## src/rtl/seg7_scan_driver.sv

```systemverilog
// Time-multiplexed hex driver for an N-digit 7-segment display.
// It has a prescaled digit scan, guard cycles, leading-zero blanking and a frame-coherent shadow copy.
module seg7_scan_driver #(
  parameter int NUM_DIGITS     = 4,
  parameter int SCAN_DIV       = 50000,
  parameter int GUARD_CYCLES   = 2,
  parameter int SEG_ACTIVE_LOW = 0,
  parameter int DIG_ACTIVE_LOW = 0
) (
  input  logic                    clk,
  input  logic                    rst_n,
  input  logic                    enable,
  input  logic [4*NUM_DIGITS-1:0] value,
  input  logic [NUM_DIGITS-1:0]   dp_in,
  input  logic                    blank_lz,
  output logic [6:0]              seg,
  output logic                    dp,
  output logic [NUM_DIGITS-1:0]   dig,
  output logic                    frame_done
);

  localparam int CntW = (SCAN_DIV > 1) ? $clog2(SCAN_DIV) : 1;
  localparam int IdxW = (NUM_DIGITS > 1) ? $clog2(NUM_DIGITS) : 1;
  localparam logic [CntW-1:0] CntLast = CntW'(SCAN_DIV - 1);
  localparam logic [IdxW-1:0] IdxLast = IdxW'(NUM_DIGITS - 1);

  logic [CntW-1:0]         cnt_q, cnt_d;
  logic [IdxW-1:0]         idx_q, idx_d;
  logic [4*NUM_DIGITS-1:0] shadow_value_q, shadow_value_d;
  logic [NUM_DIGITS-1:0]   shadow_dp_q, shadow_dp_d;
  logic [NUM_DIGITS-1:0]   dig_q, dig_d;
  logic [6:0]              seg_q, seg_d;
  logic                    dp_q, dp_d;
  logic                    frame_done_q, frame_done_d;
  logic                    slot_end, frame_end;
  logic [3:0]              nib;
  logic [NUM_DIGITS-1:0]   upper_zero;  // bit k: nibbles k..N-1 are all zero

  function automatic logic [6:0] hex7(input logic [3:0] h);
    logic [6:0] s;
    case (h)
      4'h0: s = 7'b0111111;
      4'h1: s = 7'b0000110;
      4'h2: s = 7'b1011011;
      4'h3: s = 7'b1001111;
      4'h4: s = 7'b1100110;
      4'h5: s = 7'b1101101;
      4'h6: s = 7'b1111101;
      4'h7: s = 7'b0000111;
      4'h8: s = 7'b1111111;
      4'h9: s = 7'b1101111;
      4'hA: s = 7'b1110111;
      4'hB: s = 7'b1111100;
      4'hC: s = 7'b0111001;
      4'hD: s = 7'b1011110;
      4'hE: s = 7'b1111001;
      default: s = 7'b1110001;
    endcase
    return s;
  endfunction

  assign slot_end  = (cnt_q == CntLast);
  assign frame_end = slot_end && (idx_q == IdxLast);

  always_comb begin
    cnt_d          = cnt_q;
    idx_d          = idx_q;
    shadow_value_d = shadow_value_q;
    shadow_dp_d    = shadow_dp_q;
    frame_done_d   = 1'b0;
    if (!enable) begin
      cnt_d          = '0;
      idx_d          = '0;
      shadow_value_d = value;
      shadow_dp_d    = dp_in;
    end else if (slot_end) begin
      cnt_d = '0;
      idx_d = (idx_q == IdxLast) ? '0 : idx_q + 1'b1;
      if (frame_end) begin
        shadow_value_d = value;
        shadow_dp_d    = dp_in;
        frame_done_d   = 1'b1;
      end
    end else begin
      cnt_d = cnt_q + 1'b1;
    end
  end

  always_comb begin
    upper_zero = '0;
    for (int k = 0; k < NUM_DIGITS; k++) begin
      upper_zero[k] = ((shadow_value_q >> (4 * k)) == '0);
    end
    nib   = shadow_value_q[{idx_q, 2'b00} +: 4];
    dig_d = '0;
    seg_d = '0;
    dp_d  = 1'b0;
    if (enable) begin
      if (int'(cnt_q) >= GUARD_CYCLES) dig_d[idx_q] = 1'b1;
      // A blanked digit stays selected but lights nothing.
      if (!(blank_lz && (idx_q != '0) && upper_zero[idx_q])) begin
        seg_d = hex7(nib);
        dp_d  = shadow_dp_q[idx_q];
      end
    end
  end

  always_ff @(posedge clk or negedge rst_n) begin
    if (!rst_n) begin
      cnt_q          <= '0;
      idx_q          <= '0;
      shadow_value_q <= '0;
      shadow_dp_q    <= '0;
      dig_q          <= '0;
      seg_q          <= '0;
      dp_q           <= 1'b0;
      frame_done_q   <= 1'b0;
    end else begin
      cnt_q          <= cnt_d;
      idx_q          <= idx_d;
      shadow_value_q <= shadow_value_d;
      shadow_dp_q    <= shadow_dp_d;
      dig_q          <= dig_d;
      seg_q          <= seg_d;
      dp_q           <= dp_d;
      frame_done_q   <= frame_done_d;
    end
  end

  assign seg        = (SEG_ACTIVE_LOW != 0) ? ~seg_q : seg_q;
  assign dp         = (SEG_ACTIVE_LOW != 0) ? ~dp_q : dp_q;
  assign dig        = (DIG_ACTIVE_LOW != 0) ? ~dig_q : dig_q;
  assign frame_done = frame_done_q;

endmodule

```

## config.mk

```make
export PLATFORM = sky130hd
export DESIGN_NAME = seg7_scan_driver
export DESIGN_NICKNAME = d
export VERILOG_FILES = /design/src/rtl/seg7_scan_driver.sv
export SDC_FILE = /design/constraint.sdc
export NUM_CORES = 1
export LEC_CHECK = 0
export CELL_PAD_IN_SITES_DETAIL_PLACEMENT = 0
export CELL_PAD_IN_SITES_GLOBAL_PLACEMENT = 1
export CORE_MARGIN = 4
export CORE_UTILIZATION = 43
export DETAILED_ROUTE_END_ITERATION = 12
export PLACE_DENSITY = 0.8
export SLEW_MARGIN = 20
export SYNTH_ARGS = -nofsm -noshare
export SYNTH_HDL_FRONTEND = slang
export SYNTH_SLANG_ARGS = --single-unit
```

## constraint.sdc

```tcl
create_clock -name clk -period 2.9 [get_ports clk]
set_input_delay 0.58 -clock clk [delete_from_list [all_inputs] [get_ports clk]]
set_output_delay 0.58 -clock clk [all_outputs]
set_load 0.01 [all_outputs]
```

==> impl_results.md <==
- Die width: 87.4 microns
- CP endpoint: seg[0]
- GRT Total Usage: 16.1%
- Drt pass-1 iters: 4
- Core area: 6030 sq um
- Post-CTS setup buffer count: 0
- Gpl congestion: 0.855
- Psw: 372 uW
- Int Power: 1150 uW
- Final setup viols: 0
- Clk buf depth: 2
- Fillers: 563
- Leading post-synthesis cells by cell area: dfrtp_1, mux2_2, ha_1, mux4_2, nor2_1
- Starting Density: 45.0%
- Global-route wire length before repair: 9.54 mm
- Total of warnings raised by yosys: 0
- Count leader, synth: dfrtp_1
- Max rail drop VDD: 0.344 mV
- CTS tree: done
- Flop pwr share: 52.5%
- Tmin final: 2.29 ns
- H-Tree Level Count: 2
- Clock sink total: 51
- Period utilization: 79.1%
- Slew headroom: 60.0%
- Setup tns final: 0 ns
- Setup ws final: 0.606 ns
- Maximum number of pins on one net before global-route repair: 27
- Async SR Flop Fraction: 100%
- Area leader, netlist: dfrtp_1
- Worst-path clk slew: 0.09 ns
- Die area: 7640 sq um
- R2r endpoint: seg[0]
- Clk pwr share: 31.2%
- Status: completed
- DP Worst Slack: 0.645 ns
- Top post-synthesis cells by count: dfrtp_1, nor2_1, mux2_2
- Initial antenna violation count: 0
- Critical path startpoint: idx_q[0]
- Placed cells: 351
- Die H: 87.4 microns
- Share of cells above drive strength 1: 15.5%
- Ports: 37
- Final Max Slew Viols: 0
- Register area: 1280 sq um
- Nets: 319
- Vias in the first global route: 1964
- DR iter-0 viols: 131
- Average size of a mapped cell: 11.2 sq um
- Number of flops mapped to enable cells by yosys: 0
- Mapped Area: 2710 sq um
- Switching portion of total power: 24.5%
- Post-synth top area share: 47.1%
- Remaining DRCs: 0
- Clock Latency Late Sink: 0.30 ns
- Power Dens Cells: 467 nW/um^2
- Synthesized Nets: 279
- Row count: 28
- ANT nets after route: 0
- WP data arrival: 2.48 ns
- Pwr Total: 1520 uW
- Combined area of the multi-input logic cells: 1320 sq um
- Pleak: 0.00134 uW
- Top FF cell, synth: dfrtp_1
- Routed Wire Length: 5.50 mm
- Setup crit end kind: flop
- ANT cells: 0
- Flops & latches, synth: 51
- Max-cap viol count: 0
- Dpl hpwl: 4.11 mm
- Aggregate global routing overflow: 0
- Area growth from synthesis to final layout: 19.8%
- Tightest Pin Transition: 0.600 ns
- Resized cells post-CTS: 0
- TritonCTS Buffers: 5
- Critical path data required time: 3.08 ns
- Fin. Hold Viols: 0
- Post-CTS Hold Fix Bufs: 0
- Vias per inst: 5.41
- Vias: 1938
- Logic pwr share: 16.4%
- Root Buffer: clkbuf_8
- Mapped Cells: 243
- Non-filler cells, final: 358
- Sequential share of the synthesized area: 47.1%
- Crit Reg-Reg Startpoint: idx_q[0]
- Fmax achieved: 0.436 GHz
- R2R cell count: 7
- I/O Buffers: 36
- RSZ-0062 raised after global routing: no
- Crit Path Class: flop to flop
- Reg2reg setup slack: 0.61 ns
- DR WL/cell: 15.4 microns
- Skew final: 0.00521 ns
- Synth unique cells: 46
- Critical Path Start Type: flop
- CP max FO: 12
- Hold Crit Class: primary input to asynchronous set/reset pin
layout by cell type (no fill, tap or decap), types with 2 or more instances in the layout:
cell type | netlist | routed
or2_2 | 2 | 2
a311oi_1 | 2 | 2
nand2_1 | 9 | 9
nor2_1 | 28 | 28
nand3_1 | 9 | 9
a211oi_1 | 2 | 2
buf_4 | 1 | 6
a21oi_1 | 9 | 9
inv_1 | 14 | 14
mux2_2 | 19 | 19
a21boi_0 | 2 | 2
o21ai_0 | 3 | 3
or4_1 | 4 | 4
o31ai_1 | 3 | 3
xnor2_1 | 8 | 8
mux4_2 | 5 | 5
mux2i_1 | 6 | 6
nor4_1 | 8 | 8
nor3_1 | 7 | 7
ha_1 | 12 | 12
and4_1 | 2 | 2
clkdlybuf4s50_1 | 0 | 35
clkbuf_8 | 0 | 5
mux2_1 | 2 | 2
and3_1 | 2 | 2
xor2_1 | 5 | 5
nand3b_1 | 2 | 2
dfrtp_1 | 51 | 51
nand4_1 | 3 | 3
registers in the layout (all words and copies together), names as in the netlist:
| name | count |
|---|---|
| shadow_dp_q | 4 |
| idx_q | 2 |
| seg | 7 |
| dig | 4 |
| cnt_q | 16 |
| shadow_value_q | 16 |
| dp | 1 |
| frame_done | 1 |
critical path, stage by stage (launching register included):
cell	delay, ns
dfrtp_1	0.65
mux4_2	0.63
inv_1	0.15
ha_1	0.24
nor2_1	0.05
a31oi_1	0.20
o211a_1	0.18
a221oi_1	0.07
metal layers:
layer	track usage, %	routed length, microns	up-vias
li1	-	-	944
met1	22.2	2540	939
met2	25.2	2600	44
met3	3.22	249	11
met4	5.72	107	0
met5	0	0	-
power by group through the flow:
| stage | combinational (uW) | clock, uW | sequential [uW] |
|---|---|---|---|
| 2_1_floorplan | 142 | 0 | 804 |
| 3_3_place_gp | 246 | 0 | 810 |
| 3_5_place_dp | 249 | 0 | 811 |
| 4_1_cts | 252 | 493 | 797 |
| 5_1_grt | 277 | 525 | 803 |
| 6_report | 248 | 473 | 796 |
worst min path at each step:
stage / start / endpoint
2_1_floorplan: rst_n / cnt_q[0]
3_3_place_gp: shadow_dp_q[1] / shadow_dp_q[1]
3_5_place_dp: shadow_dp_q[1] / shadow_dp_q[1]
4_1_cts: rst_n / seg[2]
5_1_grt: rst_n / seg[4]
6_report: rst_n / seg[4]
per-stage QoR:
stage               hold WS, ns  area [sq um]  util, %
floorplan                 0.284          2710        -
global placement          0.476          3150     52.2
detailed placement        0.484          3150     52.2
CTS                       0.289          3250     53.9
global route              0.308          3250     53.9
finish                    0.273          3250     53.9
layout make-up:
class | instances | share of cell area (%)
Tap cell | 75 | 2.89
Timing Repair Buffer | 42 | 12.3
Multi-Input combinational cell | 169 | 40.7
Clock buffer | 6 | 2.23
Inverter | 14 | 1.62
Clock inverter | 1 | 0.924
Sequential cell | 51 | 39.3
logic make-up after synthesis:
group | synth area share, %
DFF | 47.1
buffers and inverters | 4.11
and+or+nand+nor | 16.2
xor gates and xnor gates | 4.20
adders and majority gates | 5.54
muxes | 15.1
AOI/OAI and AO/OA | 7.84
(Power assumes the default switching activity.)
